==> src/rtl/fact_host_if.sv <==
// Peripheral register bus between fact_host (master) and the factorial peripheral (slave).
interface fact_host_if;
  logic        we;
  logic [1:0]  a;
  logic [3:0]  wd;
  logic [31:0] rd;

  modport master (output we, output a, output wd, input rd);
  modport slave  (input we, input a, input wd, output rd);
endinterface

==> src/rtl/fact_host.sv <==
// Bus initiator for the factorial peripheral: write n, pulse go, poll done, read result.
// Optional poll timeout compiled in with `define FACT_HOST_TIMEOUT_EN.
module fact_host #(
  parameter int unsigned GO_SETTLE = 2,
  parameter int unsigned POLL_MAX  = 1024
) (
  input  logic        clk,
  input  logic        rst,
  input  logic        start,
  input  logic [3:0]  n_in,
  fact_host_if.master bus,
  output logic        busy,
  output logic        done,
  output logic [31:0] result,
  output logic        err
);

  if (GO_SETTLE < 1 || GO_SETTLE > 15) begin : g_bad_settle
    $error("fact_host: GO_SETTLE out of range 1..15");
  end
  if (POLL_MAX < 2 || POLL_MAX > 65535) begin : g_bad_poll
    $error("fact_host: POLL_MAX out of range 2..65535");
  end

  typedef enum logic [2:0] {
    IDLE,
    WR_N,
    WR_GO,
    WR_GO_CLR,
    SETTLE,
    POLL,
    READ,
    DONE
  } state_t;

  localparam logic [3:0] SETTLE_LAST = 4'(GO_SETTLE - 1);

  state_t     state, state_nxt;
  logic [3:0] n_q;
  logic [3:0] settle_cnt;
  logic       timeout_hit;
  logic       accept;

  assign accept = (state == IDLE) && start;

`ifdef FACT_HOST_TIMEOUT_EN
  localparam logic [15:0] POLL_LAST = 16'(POLL_MAX - 1);

  logic [15:0] poll_cnt;

  // Held at zero outside POLL, so it is already clear on every entry.
  always_ff @(posedge clk) begin
    if (rst) begin
      poll_cnt <= '0;
    end else if (state != POLL) begin
      poll_cnt <= '0;
    end else if (!bus.rd[0]) begin
      poll_cnt <= poll_cnt + 16'd1;
    end
  end

  assign timeout_hit = (state == POLL) && !bus.rd[0] && (poll_cnt == POLL_LAST);

  always_ff @(posedge clk) begin
    if (rst) begin
      err <= 1'b0;
    end else if (accept) begin
      err <= 1'b0;
    end else if (timeout_hit) begin
      err <= 1'b1;
    end
  end
`else
  assign timeout_hit = 1'b0;
  assign err         = 1'b0;
`endif

  always_ff @(posedge clk) begin
    if (rst) begin
      state <= IDLE;
    end else begin
      state <= state_nxt;
    end
  end

  always_comb begin
    state_nxt = state;
    bus.we    = 1'b0;
    bus.a     = 2'b00;
    bus.wd    = 4'h0;
    unique case (state)
      IDLE: begin
        if (start) state_nxt = WR_N;
      end
      WR_N: begin
        bus.we    = 1'b1;
        bus.a     = 2'b00;
        bus.wd    = n_q;
        state_nxt = WR_GO;
      end
      WR_GO: begin
        bus.we    = 1'b1;
        bus.a     = 2'b01;
        bus.wd    = 4'b0001;
        state_nxt = WR_GO_CLR;
      end
      WR_GO_CLR: begin
        bus.we    = 1'b1;
        bus.a     = 2'b01;
        bus.wd    = 4'b0000;
        state_nxt = SETTLE;
      end
      SETTLE: begin
        // rd is deliberately not looked at: the done flag may still be stale here.
        bus.a = 2'b10;
        if (settle_cnt == 4'd0) state_nxt = POLL;
      end
      POLL: begin
        bus.a = 2'b10;
        if (bus.rd[0]) begin
          state_nxt = READ;
        end else if (timeout_hit) begin
          state_nxt = DONE;
        end
      end
      READ: begin
        bus.a     = 2'b11;
        state_nxt = DONE;
      end
      DONE: begin
        state_nxt = IDLE;
      end
      default: begin
        state_nxt = IDLE;
      end
    endcase
  end

  always_ff @(posedge clk) begin
    if (rst) begin
      n_q        <= '0;
      settle_cnt <= '0;
      result     <= '0;
    end else begin
      if (accept) n_q <= n_in;
      if (state == WR_GO_CLR) begin
        settle_cnt <= SETTLE_LAST;
      end else if (state == SETTLE && settle_cnt != 4'd0) begin
        settle_cnt <= settle_cnt - 4'd1;
      end
      if (state == READ) result <= bus.rd;
    end
  end

  assign busy = (state != IDLE);
  assign done = (state == DONE);

endmodule
==> src/flat_wrapper.sv <==
// flat-port wrapper written by rule: the top's interface ports become plain ports
module fact_host_flat 
#(
  parameter int unsigned GO_SETTLE = 2,
  parameter int unsigned POLL_MAX  = 1024
)
  (clk, rst, start, n_in, busy, done, result, err, bus_we, bus_a, bus_wd, bus_rd);
  fact_host_if bus_i ();
  input  logic clk;
  input  logic rst;
  input  logic start;
  input  logic [3:0] n_in;
  output logic busy;
  output logic done;
  output logic [31:0] result;
  output logic err;
  output wire logic [$bits(bus_i.we)-1:0] bus_we;
  output wire logic [$bits(bus_i.a)-1:0] bus_a;
  output wire logic [$bits(bus_i.wd)-1:0] bus_wd;
  input wire logic [$bits(bus_i.rd)-1:0] bus_rd;
  assign bus_we = bus_i.we;
  assign bus_a = bus_i.a;
  assign bus_wd = bus_i.wd;
  assign bus_i.rd = bus_rd;
  fact_host #(.GO_SETTLE(GO_SETTLE), .POLL_MAX(POLL_MAX)) u_core (.clk(clk), .rst(rst), .start(start), .n_in(n_in), .bus(bus_i), .busy(busy), .done(done), .result(result), .err(err));
endmodule
==> config.mk <==
export PLATFORM = sky130hd
export DESIGN_NAME = fact_host_flat
export DESIGN_NICKNAME = d
export VERILOG_FILES = /design/src/rtl/fact_host_if.sv /design/src/rtl/fact_host.sv /design/src/flat_wrapper.sv
export SDC_FILE = /design/constraint.sdc
export NUM_CORES = 1
export LEC_CHECK = 0
export BUFFER_PORTS_ARGS = -buffer_cell sky130_fd_sc_hd__buf_4
export CORE_MARGIN = 2
export CORE_UTILIZATION = 36
export DETAILED_ROUTE_END_ITERATION = 8
export HOLD_SLACK_MARGIN = 0.03
export MAX_ROUTING_LAYER = met4
export SYNTH_ARGS = -nofsm -noshare
export SYNTH_HDL_FRONTEND = slang
export SYNTH_SLANG_ARGS = --single-unit
==> constraint.sdc <==
create_clock -name clk -period 3.4 [get_ports clk]
set_input_delay 0.17 -clock clk [delete_from_list [all_inputs] [get_ports clk]]
set_output_delay 0.17 -clock clk [all_outputs]
set_load 0.01 [all_outputs]
==> flow_summary_export.csv, run 1 <==
group,metric,value,unit
floorplanning,die_x,73.7,um
clocking,cts_sinks,43,
setup_path,path_delay_family,"simple AND/OR/NAND/NOR gates",
place,detailed_place_hpwl,2800,um
global_route,grt_max_degree,43,
power_and_ir_drop,vdd_drop_max,0.250,mV
setup_path,cp.arrival,2.15,ns
setup_path,required,3.62,ns
setup_path,crit_chain,"inv_1, ha_1, nand2_1, nand2_1, a21oi_1",
yosys,synth_cell_types,34,
sta,worstMarginPinSlew,1.09,ns
clocking,htreeDepth,2,
min_path,min_path_type,"in2reg",
yosys,synth_fp_nets,259,
sta,drv_slew,0,
route,routed_via_density,4.70,
clocking,numCtsBuffers,5,
clocking,ctsResizeCount,0,
clocking,cts_tree,"built",
route,drt_wl_total,3940,um
clocking,clockBufferDepth,2,
clocking,clk_pin_slew,0.08,ns
sta,slew_headroom,0.269,
layout,diodes,0,
setup_path,cp-start-kind,"register",
route,drcViolationCount,0,
yosys,yosys.area.top_type,"dfxtp_1",
layout,drive_gt1_frac,0.325,
layout,multiInputGateArea,798,um2
layout,fillCellCount,485,
yosys,synthTopCellsByCount,"66 x nand2_1, 43 x dfxtp_1, 35 x a21oi_1, 12 x nor2_1",
setup_path,cp_max_fo,32,
yosys,ys_ff_latch,43,
floorplanning,fp.dieArea,5430,um2
yosys,synth_ff_type,"dfxtp_1",
power_and_ir_drop,leakagePower,1.07,nW
yosys,synth_most_common_cell,"nand2_1",
clocking,clkLatencyLatePin,0.29,ns
route,first_pass_iters,4,
place,port-buffer-count,79,
yosys,ys_seq_area_frac,0.493,
setup_path,criticalPathCategory,"reg2reg",
global_route,grt_overflow_total,0,
floorplanning,core_area,4690,um2
yosys,synth_top_cell_area_share,0.493,
layout,synthToLayoutAreaGrowth,41.0,%
layout,seqCellArea,861,um2
route,drt_iter0_markers,44,
sta,min_period,1.93,ns
yosys,synth_area_leaders,"dfxtp_1 49%, nand2_1 14%, a21oi_1 10%",
setup_path,crit_top_cell,"nand2_1",
floorplanning,start_util,0.372,
sta,rsz0062_at_grt,"false",
sta,clock.fmax,518,MHz
global_route,grt_pass1_wl,6120,um
place,gp_congestion,0.661,
global_route,grt_usage,0.148,
route,wire_per_inst,11.5,um
setup_path,max_stage_delay,0.83,ns
layout,layout.cells.non_filler,343,
yosys,yosys_warnings,0,
sta,fin_setup_tns,0,ns
clocking,clockRootBuffer,"clkbuf_8",
setup_path,slowest_stage,"nand2_1",
sta,setup_viol_count_final,0,
flow_run,maxCapViolCount,0,
route,num_vias,1611,
layout,fin_nets,332,
clocking,cts_setup_buffers,0,
place,dpl.cell_count,335,
yosys,netlist_area,1750,um2
global_route,antenna_found_initial,0,
sta,hold_viol,0,
setup_path,endpoint_kind,"register",
floorplanning,die_h,73.7,um
clocking,hold_buffers,0,
floorplanning,io_pins,81,
setup_path,crit_buf_inv,1,
yosys,synth_enable_flop_cells,0,
yosys,async_flop_share,0,
status,status,"completed",
global_route,first_global_vias,1406,
route,ant_nets,0,
yosys,syn_inst,215,
floorplanning,rows,25,
sta,fin_skew,0.00516,ns
yosys,avgSynthCellArea,8.12,um2
sta,fin_crit_sh,0.568,
power_and_ir_drop,p_per_area,576,nW/um2
layout make-up:
cell class / instances / share of cell area
Clock inverter: 2 / 0.0142
Clock buffer: 6 / 0.0335
Multi-Input combinational cell: 153 / 0.324
Sequential cell: 43 / 0.349
Inverter: 5 / 0.00762
Timing Repair Buffer: 80 / 0.244
Tap cell: 54 / 0.0274
worst register-to-register path, cell delays in order (launching register included):
cell     delay [ns]
dfxtp_1        0.36
inv_1          0.08
ha_1           0.28
nand2_1        0.83
nand2_1        0.15
a21oi_1        0.17
placed cells by master, fill, tap and decap left out, drive strengths merged, types with 2 or more instances in the layout:
cell type	synthesis	final
a211oi	3	3
a21oi	36	36
and2	5	5
buf	9	80
clkbuf	5	6
dfxtp	43	43
ha	5	5
inv	5	5
mux2i	4	4
nand2	66	66
nand2b	4	4
nand3b	2	2
nor2	13	13
nor3	2	2
o21ai	2	2
xnor2	2	2
worst paths after layout:
path / to / startpoint / slack, ns / cells after the start
worst max-delay path: u_core.result[1]$_SDFFE_PP0P_ / u_core.state[0]$_SDFFE_PP0P_ / 1.47 / 5
worst min-delay path: u_core.n_q[3]$_SDFFE_PP0P_ / n_in[3] / 0.11 / 3
worst max register to register: u_core.result[1]$_SDFFE_PP0P_ / u_core.state[0]$_SDFFE_PP0P_ / 1.47 / 5
worst min register to register: u_core.result[19]$_SDFFE_PP0P_ / u_core.result[19]$_SDFFE_PP0P_ / 0.46 / 2
routing by layer:
layer / up-vias / track usage / routed length [um] / share of wire
met3: 5 / 0.0316 / 278 / 0.071
met5: - / - / 0 / 0
met4: 0 / 0.0606 / 59 / 0.015
met1: 709 / 0.191 / 1860 / 0.47
li1: 839 / - / - / -
met2: 58 / 0.223 / 1740 / 0.44
cells by family after synthesis:
logic type | synth area share
other | 0.00215
flip-flops | 0.493
multiplexers | 0.0229
AO/OA/AOI/OAI | 0.143
buffers and inverters | 0.0501
AND/OR/NAND/NOR | 0.244
adder cells (fa/ha/maj) | 0.0358
XOR/XNOR | 0.0100
power by group:
group          switching [W]  internal [W]  total, W  leakage [nW]
combinational       0.000220      0.000207  0.000427         0.661
clock               0.000166      0.000238  0.000403        0.0612
sequential         0.0000377      0.000550  0.000588         0.348
total               0.000423      0.000995   0.00142          1.07
flip-flops by register name, summed over array words and instances, names as in the netlist:
name,count
u_core.n_q,4
u_core.result,32
u_core.settle_cnt,4
u_core.state,3
through the flow:
| step | area (um2) | worst slack, ns | util | hold WS, ns | total power [W] |
|---|---|---|---|---|---|
| after global placement | 2350 | 1.52 | 0.500 | 0.402 | 0.00103 |
| final | 2460 | 1.47 | 0.525 | 0.113 | 0.00142 |
| after floorplan | 1750 | 1.92 | - | 0.306 | 0.000873 |
| after detailed placement | 2350 | 1.48 | 0.500 | 0.409 | 0.00103 |
| after global routing | 2460 | 1.20 | 0.525 | 0.105 | 0.00151 |
| after CTS | 2460 | 1.46 | 0.525 | 0.106 | 0.00144 |
Power figures use the tool's default switching activity.
==> inputs of run 2 (changes only) <==
--- a/config.mk
+++ b/config.mk
@@ -11,6 +11,7 @@
 export DETAILED_ROUTE_END_ITERATION = 8
 export HOLD_SLACK_MARGIN = 0.03
 export MAX_ROUTING_LAYER = met4
+export PLACE_DENSITY = 0.67
 export SYNTH_ARGS = -nofsm -noshare
 export SYNTH_HDL_FRONTEND = slang
 export SYNTH_SLANG_ARGS = --single-unit
==> constraint.sdc (replaced) <==
create_clock -name clk -period 1.7 [get_ports clk]
set_input_delay 0.085 -clock clk [delete_from_list [all_inputs] [get_ports clk]]
set_output_delay 0.085 -clock clk [all_outputs]
set_load 0.01 [all_outputs]
==> run 2 against run 1 <==
Effect of this change:
- design area rose by 6.0%
- die area did not move
- worst setup slack got worse by 1.3 ns
- global-route usage rose by 2.0 points
- first-iteration DRC count rose by 91%
- clock-buffer cell count rose by 1
- combinational power rose by 130%
- wire length rose by 10%
- non-clock buffer count rose by 19
- utilization rose by 3.2 points
- maximum frequency rose by 23%
- register-to-register slack got worse by 1.3 ns
- largest power group unchanged
- critical path type unchanged
==> flow_summary_export.csv, run 2 (synthesis results as in run 1) <==
group,metric,value,unit
power_and_ir_drop,p_sw_frac,0.322,
setup_path,cp-start-kind,"register",
route,drt_iter0_markers,84,
clocking,clockRootBuffer,"clkbuf_8",
place,port-buffer-count,79,
setup_path,endpoint_kind,"register",
clocking,clkLatencyLatePin,0.29,ns
global_route,grt_max_degree,43,
layout,reg_top3,"u_core.result: 32 flops, u_core.n_q: 4 flops, u_core.settle_cnt: 4 flops",
floorplanning,die_x,73.7,um
layout,synthToLayoutAreaGrowth,49.6,%
layout,layout_commonest_cell,"buf_4",
sta,clock.fmax,639,MHz
global_route,first_global_vias,1606,
route,num_vias,1696,
layout,top_register,"u_core.result",
setup_path,cp_max_fo,5,
sta,fin_skew,0.00886,ns
layout,final_cell_mix,"85 x buf_4, 66 x nand2_1, 43 x dfxtp_1",
global_route,grt_overflow_total,0,
place,gp_congestion,0.874,
floorplanning,io_pins,81,
sta,fin_setup_tns,0,ns
power_and_ir_drop,p_sw,0.000885,W
floorplanning,die_h,73.7,um
setup_path,cp.arrival,1.77,ns
global_route,grt_usage,0.167,
sta,min_period,1.57,ns
min_path,min_path_type,"in2reg",
power_and_ir_drop,combPwrFrac,0.353,
sta,drv_slew,0,
clocking,clk_pin_slew,0.08,ns
layout,fillCellCount,452,
floorplanning,fp.dieArea,5430,um2
sta,fin_crit_sh,0.921,
setup_path,required,1.90,ns
power_and_ir_drop,p_per_area,1050,nW/um2
layout,drive_gt1_frac,0.325,
place,detailed_place_hpwl,2950,um
sta,hold_viol,0,
clocking,numCtsBuffers,5,
flow_run,maxCapViolCount,0,
layout,largest_reg_flops,32,
route,ant_nets,0,
global_route,antenna_found_initial,0,
route,drt_wl_total,4340,um
clocking,cts_sinks,43,
power_and_ir_drop,clkPwrFrac,0.224,
floorplanning,core_area,4690,um2
layout,diodes,0,
layout,fin_nets,351,
layout,layout.cells.non_filler,362,
clocking,cts_tree,"built",
place,dpl.cell_count,340,
global_route,grt_pass1_wl,6930,um
power_and_ir_drop,p_int,0.00186,W
power_and_ir_drop,power_frac_seq,0.422,
sta,rsz0062_at_grt,"false",
setup_path,criticalPathCategory,"reg2reg",
clocking,clockBufferDepth,2,
power_and_ir_drop,leakagePower,1.13,nW
sta,setup_viol_count_final,0,
floorplanning,start_util,0.372,
route,drcViolationCount,0,
power_and_ir_drop,vdd_drop_max,0.514,mV
route,first_pass_iters,4,
clocking,htreeDepth,2,
route,wire_per_inst,12.0,um
clocking,cts_setup_buffers,0,
status,status,"completed",
route,routed_via_density,4.69,
floorplanning,rows,25,
-- run 2: cell types whose count changed in the layout (fill, tap and decap cells not counted) --
cell	previous run	this run
buf_4	80	85
bufinv_16	1	0
clkbuf_1	0	2
clkbuf_8	6	5
dlygate4sd3_1	0	14
ha_1	5	2
ha_2	0	3
-- run 2: routing by layer --
layer,routed length [um],GRT usage,part of all wire
met5,0,-,0
met4,23,0.0364,0.0053
met3,243,0.0494,0.056
met2,2140,0.277,0.49
met1,1940,0.202,0.45
-- run 2: power by group through the flow --
stage          Combinational [W]  Clock, W  Sequential (W)
3_3_place_gp            0.000915         0         0.00118
6_report                0.000970  0.000616         0.00116
4_1_cts                 0.000961  0.000639         0.00116
5_1_grt                  0.00107  0.000679         0.00117
2_1_floorplan           0.000558         0         0.00119
3_5_place_dp            0.000922         0         0.00118
-- run 2: layout make-up --
type | instances | area [um2] | area share
Timing Repair Buffer | 99 | 778 | 0.298
Clock inverter | 1 | 5.00 | 0.00192
Sequential cell | 43 | 861 | 0.330
Multi-Input combinational cell | 153 | 806 | 0.308
Tap cell | 54 | 67.6 | 0.0259
Clock buffer | 7 | 76.3 | 0.0292
Inverter | 5 | 18.8 | 0.00718
-- run 2: repair_timing --
item,CTS,global route
hold endpoints to repair,13,1
resized for setup,0,3
endpoints found under the setup margin,0,4
hold buffers,13,1
-- run 2: path summary, 6_finish.rpt --
check	startpoint	to	slack, ns	cells after the start
worst max register to register	u_core.state[0]$_SDFFE_PP0P_	u_core.state[1]$_SDFFE_PP0P_	0.13	6
worst min register to register	u_core.result[14]$_SDFFE_PP0P_	u_core.result[14]$_SDFFE_PP0P_	0.45	2
worst max-delay path	u_core.state[0]$_SDFFE_PP0P_	u_core.state[1]$_SDFFE_PP0P_	0.13	6
worst min-delay path	bus_rd[18]	u_core.result[18]$_SDFFE_PP0P_	0.04	3
-- run 2: stage by stage --
step	util	power (W)	worst slack, ns	instance area, um2	hold slack, ns
after global routing	0.557	0.00292	0.0186	2610	0.0407
after global placement	0.508	0.00209	0.173	2380	0.322
after CTS	0.553	0.00276	0.0670	2590	0.0314
after detailed placement	0.508	0.00210	0.127	2380	0.330
final	0.557	0.00275	0.134	2610	0.0369
after floorplan	-	0.00175	0.223	1750	0.221
-- run 2: worst max-delay path, cell delays in order (launching register included) --
cell	delay, ns
dfxtp_1	0.37
inv_1	0.09
ha_2	0.22
nand2b_2	0.11
o21ai_2	0.09
or4b_1	0.51
o31ai_1	0.09
